$ cat config.mk
export PLATFORM = sky130hd
export DESIGN_NAME = congestion_scheduler
export DESIGN_NICKNAME = d
export VERILOG_FILES = /design/src/rtl/congestion_scheduler.sv
export SDC_FILE = /design/constraint.sdc
export NUM_CORES = 1
export LEC_CHECK = 0
export ABC_CLOCK_PERIOD_IN_PS = 3200
export CAP_MARGIN = 20
export CORE_MARGIN = 1.5
export CORE_UTILIZATION = 30
export CTS_CLUSTER_DIAMETER = 120
export DETAILED_ROUTE_END_ITERATION = 12
export SKIP_LAST_GASP = 1
export SLEW_MARGIN = 40
export SYNTH_ARGS = -nofsm -noshare
export SYNTH_HDL_FRONTEND = slang
export SYNTH_SLANG_ARGS = --single-unit
$ cat constraint.sdc
create_clock -name clk -period 3.2 [get_ports clk]
set_input_delay 0.8 -clock clk [delete_from_list [all_inputs] [get_ports clk]]
set_output_delay 0.8 -clock clk [all_outputs]
set_load 0.02 [all_outputs]
$ cat src/rtl/congestion_scheduler.sv
// Generic single-clock FIFO; pop data is the head entry shown combinationally, count is registered.
// Latency: a push is visible at the head one cycle later; caller must not push when full or pop when empty.
module fifo #(
  parameter int WIDTH = 2,
  parameter int DEPTH = 4
) (
  input  logic                     clk,
  input  logic                     rst,
  input  logic                     push_vld,
  input  logic [WIDTH-1:0]         push_dat,
  input  logic                     pop_vld,
  output logic [WIDTH-1:0]         pop_dat,
  output logic [$clog2(DEPTH):0]   count
);
  localparam int AW = $clog2(DEPTH);
  localparam int CW = AW + 1;

  logic [WIDTH-1:0] mem [DEPTH];
  logic [AW-1:0]    wr_ptr;
  logic [AW-1:0]    rd_ptr;

  always_ff @(posedge clk) begin
    if (push_vld) mem[wr_ptr] <= push_dat;
  end

  always_ff @(posedge clk) begin
    if (rst) begin
      wr_ptr <= '0;
      rd_ptr <= '0;
      count  <= '0;
    end else begin
      if (push_vld) wr_ptr <= wr_ptr + AW'(1);
      if (pop_vld)  rd_ptr <= rd_ptr + AW'(1);
      case ({push_vld, pop_vld})
        2'b10:   count <= count + CW'(1);
        2'b01:   count <= count - CW'(1);
        default: count <= count;
      endcase
    end
  end

  assign pop_dat = mem[rd_ptr];
endmodule

// Queues classifier levels and releases one per all_red rising edge (escalate at once, de-escalate one step).
// Latency: level valid the cycle after a boundary; backpressure via in_ready when full; watchdog drives fail-safe.
module congestion_scheduler #(
  parameter int FIFO_DEPTH     = 4,
  parameter int TIMEOUT_CYCLES = 20000,
  parameter int RECOVER_FRAMES = 3
) (
  input  logic                          clk,
  input  logic                          rst,
  input  logic                          in_valid,
  output logic                          in_ready,
  input  logic [1:0]                    in_level,
  input  logic                          all_red,
  input  logic                          force_fail_safe,
  output logic [1:0]                    congestion_level,
  output logic                          fail_safe_en,
  output logic                          level_update,
  output logic [$clog2(FIFO_DEPTH):0]   fifo_count
);
  localparam int CW  = $clog2(FIFO_DEPTH) + 1;
  localparam int WDW = $clog2(TIMEOUT_CYCLES + 1);
  localparam int RCW = $clog2(RECOVER_FRAMES + 1);
  localparam logic [WDW-1:0] WD_MAX = WDW'(TIMEOUT_CYCLES);
  localparam logic [RCW-1:0] RC_MAX = RCW'(RECOVER_FRAMES);

  typedef enum logic {NORMAL, FAILSAFE} wd_state_t;

  wd_state_t        state, state_next;
  logic [RCW-1:0]   rc, rc_next, rc_inc;
  logic [WDW-1:0]   wd, wd_next;
  logic             timeout;
  logic             accept;
  logic             boundary;
  logic             all_red_q;
  logic             pop_vld;
  logic [1:0]       pop_dat;

  assign in_ready = (fifo_count != CW'(FIFO_DEPTH));
  assign accept   = in_valid & in_ready;
  assign boundary = all_red & ~all_red_q;
  // Uses pre-push occupancy, so a frame arriving into an empty FIFO is never popped the same cycle.
  assign pop_vld  = boundary & (fifo_count != '0);

  fifo #(
    .WIDTH (2),
    .DEPTH (FIFO_DEPTH)
  ) u_level_fifo (
    .clk      (clk),
    .rst      (rst),
    .push_vld (accept),
    .push_dat (in_level),
    .pop_vld  (pop_vld),
    .pop_dat  (pop_dat),
    .count    (fifo_count)
  );

  always_ff @(posedge clk) begin
    if (rst) begin
      all_red_q        <= 1'b0;
      congestion_level <= 2'd0;
      level_update     <= 1'b0;
    end else begin
      all_red_q    <= all_red;
      level_update <= pop_vld;
      if (pop_vld) begin
        if (pop_dat > congestion_level)
          congestion_level <= pop_dat;
        else if (pop_dat < congestion_level)
          congestion_level <= congestion_level - 2'd1;
      end
    end
  end

  always_comb begin
    wd_next = wd;
    if (accept)
      wd_next = '0;
    else if (wd != WD_MAX)
      wd_next = wd + WDW'(1);
  end

  assign timeout = (wd_next == WD_MAX);

  always_ff @(posedge clk) begin
    if (rst) wd <= '0;
    else     wd <= wd_next;
  end

  assign rc_inc = rc + RCW'(1);

  always_comb begin
    state_next = state;
    rc_next    = rc;
    case (state)
      NORMAL: begin
        if (force_fail_safe || timeout) begin
          state_next = FAILSAFE;
          rc_next    = '0;
        end
      end
      FAILSAFE: begin
        if (force_fail_safe) begin
          rc_next = '0;
        end else if (accept) begin
          if (rc_inc == RC_MAX) begin
            state_next = NORMAL;
            rc_next    = '0;
          end else begin
            rc_next = rc_inc;
          end
        end else if (timeout) begin
          rc_next = '0;
        end
      end
      default: begin
        state_next = NORMAL;
        rc_next    = '0;
      end
    endcase
  end

  always_ff @(posedge clk) begin
    if (rst) begin
      state <= NORMAL;
      rc    <= '0;
    end else begin
      state <= state_next;
      rc    <= rc_next;
    end
  end

  assign fail_safe_en = (state == FAILSAFE);
endmodule

==> flow_metrics.py <==
metrics = {
    "clock_network": {
        "clkLatencyLatePin_ns": 0.29,
        "cts_buffers": 5,
        "cts_setup_buffers": 0,
        "clockBufferDepth": 2,
        "cts_sinks": 39,
        "htree_levels": 2,
        "root_buffer": "clkbuf_8",
        "cts.clk_slew.worst_paths_ns": 0.08,
        "ctsHoldBuffers": 0,
        "cts_resized": 0,
        "cts_tree": "yes",
    },
    "global_route": {
        "overflow": 0,
        "grtUsageTotal_pct": 11.1,
        "grt_max_degree": 16,
        "grt_pass1_vias": 1441,
        "grt_pass1_wl_um": 6380,
        "antenna_found_initial": 0,
    },
    "finish": {
        "ff_latch_area_um2": 861,
        "layout_common_cells": "31 x dfxtp_1, 28 x nor2_1, 15 x nand2_1",
        "nFillCells": 638,
        "final_common_cell": "dfxtp_1",
        "drive_gt1_share_pct": 8.04,
        "nNetsFinal": 240,
        "area_growth_pct": 16.2,
        "fin_area_um2": 2300,
        "multi_input_area_um2": 1030,
        "n_antenna_cell": 0,
        "fin_util_pct": 36.2,
    },
    "run_status": {
        "status": "finished clean",
    },
    "worst_setup_path": {
        "critical-path-top-delay-family": "buffers and inverters",
        "path_depth": 9,
        "cp_data_required_time_ns": 3.42,
        "critPathCaptureType": "register",
        "max_stage_delay_ns": 0.46,
        "critPathMaxFanout": 7,
        "cp_slowest_cell": "clkdlybuf4s50_1",
        "cp-start-kind": "input port",
        "worstPathArrival_ns": 2.83,
        "path_common_cell": "inv_1",
        "r2r_cells": 9,
        "path_cells": "clkdlybuf4s50_1, and2_1, inv_1, ha_1, inv_1, fa_1, xor2_1, or3_1, a21oi_1",
        "path_buf_inv": 3,
        "critical_path_class": "input port to register",
    },
    "logic_synthesis": {
        "avgSynthCellArea_um2": 9.56,
        "ys_seq_elements": 39,
        "synth_area_leaders": "dfxtp_1 31%, edfxtp_1 12%, ha_1 5.7%",
        "synth_nets": 224,
        "synthArstFlopShare_pct": 0,
        "yosysTopAreaCellShare_pct": 31.4,
        "ys.flop_type": "dfxtp_1",
        "syn_inst": 207,
        "synth-edff-count": 8,
        "syn_area_um2": 1980,
        "yosysTopAreaCell": "dfxtp_1",
        "yosysUniqueCellTypes": 49,
        "synth_warnings": 0,
        "ys_seq_area_share_pct": 43.5,
    },
    "timing": {
        "setup_tns_ns": 0,
        "skew_ns": 0.00450,
        "fmax_mhz": 384,
        "setup_viol": 0,
        "period_minus_slack_ns": 2.61,
        "fin_crit_sh_pct": 81.5,
        "worst_pin_slew_ns": 0.449,
        "slew_headroom_pct": 69.9,
        "drv_slew": 0,
        "rsz0062_at_grt": "false",
        "finalHoldViolCount": 0,
    },
    "routing": {
        "vias_per_cell": 4.99,
        "ant_nets": 0,
        "drt_iter0_markers": 34,
        "detailedRoute.firstPassIterationCount": 4,
        "drc_errors": 0,
        "vias": 1503,
        "routedWlPerCell_um": 12.2,
        "routed_wl_um": 3670,
    },
    "placement": {
        "dpl.hpwl_um": 2750,
        "gp_congestion": 0.722,
        "io_buffers": 14,
        "placed_cell_area_um2": 2190,
    },
    "worst_hold_path": {
        "hold_path_depth": 2,
        "hp-class": "register to register",
    },
    "floorplan": {
        "io_pins": 15,
        "core_um2": 6350,
        "dieWidth_um": 84.2,
        "die_y_um": 84.2,
        "initial_core_util_pct": 31.2,
        "rows": 29,
        "die_area_um2": 7090,
    },
    "pwr": {
        "p_per_area_nw_per_um2": 624,
        "power_leakage_nw": 0.791,
        "peakVddDrop_uv": 323,
    },
    "flow_run": {
        "maxCapViolCount": 0,
    },
}
==> worst register-to-register path, stage by stage, from the launching register on <==
cell and delay (ns):
dfxtp_1 0.39, or3b_1 0.44, and2_1 0.27, inv_1 0.12, ha_1 0.18, inv_1 0.06, fa_1 0.37, xor2_1 0.15
or3_1 0.30, a21oi_1 0.14
==> synthesized netlist by cell type, drive strengths merged, types with 2 or more instances <==
cell type and number:
o21ai 4, o22ai 2, nor4 3, or3 6
or2b 2, o21a 3, buf 4, xor2 11
inv 11, nand2 15, nand2b 2, mux2i 3
edfxtp 8, a211oi 2, clkbuf 4, mux4 2
a21oi 9, o31a 2, nor3 3, nand4 6
xnor2 4, nor2b 3, nand3b 2, nand3 7
dfxtp 31, and3 5, ha 9, nor2 28
==> logic make-up (layout without fill, tap and decap cells) <==
| logic type | Yosys count | count (layout) | synth area share [%] |
|---|---|---|---|
| compound gates | 31 | 31 | 10.9 |
| xor+xnor | 15 | 15 | 6.64 |
| fa+ha+maj | 10 | 10 | 6.70 |
| buf+inv | 19 | 36 | 4.68 |
| flops | 39 | 39 | 43.5 |
| mux | 5 | 5 | 3.79 |
| simple gates | 88 | 88 | 23.8 |
==> final timing paths <==
check	start	slack, ns	end
setup / recovery	in_valid	0.59	u_level_fifo.count[2]
hold / removal	u_level_fifo.wr_ptr[1]	0.51	u_level_fifo.wr_ptr[1]
setup reg to reg	u_level_fifo.count[2]	0.71	u_level_fifo.count[2]
hold reg to reg	u_level_fifo.wr_ptr[1]	0.51	u_level_fifo.wr_ptr[1]
==> state kept, by name, indices dropped and copies added, names as in the netlist, named ones only <==
signal and cells:
wd 15, u_level_fifo.mem 8, u_level_fifo.count 3, congestion_level 2, rc 2, u_level_fifo.rd_ptr 2, u_level_fifo.wr_ptr 2, all_red_q 1
fail_safe_en 1, level_update 1
==> per-layer routing <==
layer  track usage (%)  vias to the layer above  share of wire, %
met1              14.1                      707                48
met4              4.47                        0              0.79
met2              17.9                       25                47
met5                 0                        -                 0
li1                  -                      767                 -
met3              3.05                        4               4.9
==> through the flow <==
step	hold WS, ns	worst slack, ns	power, mW	cells
2_1_floorplan	0.469	0.580	0.912	207
3_3_place_gp	0.486	0.334	1.04	293
3_5_place_dp	0.498	0.293	1.05	293
4_1_cts	0.510	0.580	1.46	301
5_1_grt	0.536	0.483	1.54	301
6_report	0.506	0.593	1.43	301
==> area by class of cell <==
class / instances / share of cell area, %
Timing Repair Buffer: 17 / 7.07
Inverter: 11 / 1.80
Clock inverter: 3 / 1.90
Sequential cell: 39 / 37.4
Clock buffer: 5 / 2.99
Multi-Input combinational cell: 149 / 44.6
Tap cell: 77 / 4.19
==> power breakdown <==
group          leakage (nW)  switching [mW]  internal (mW)
clock                0.0581           0.174          0.232
combinational         0.407           0.214          0.198
sequential            0.326          0.0560          0.560
No activity file was read; power rests on OpenSTA's default activity.
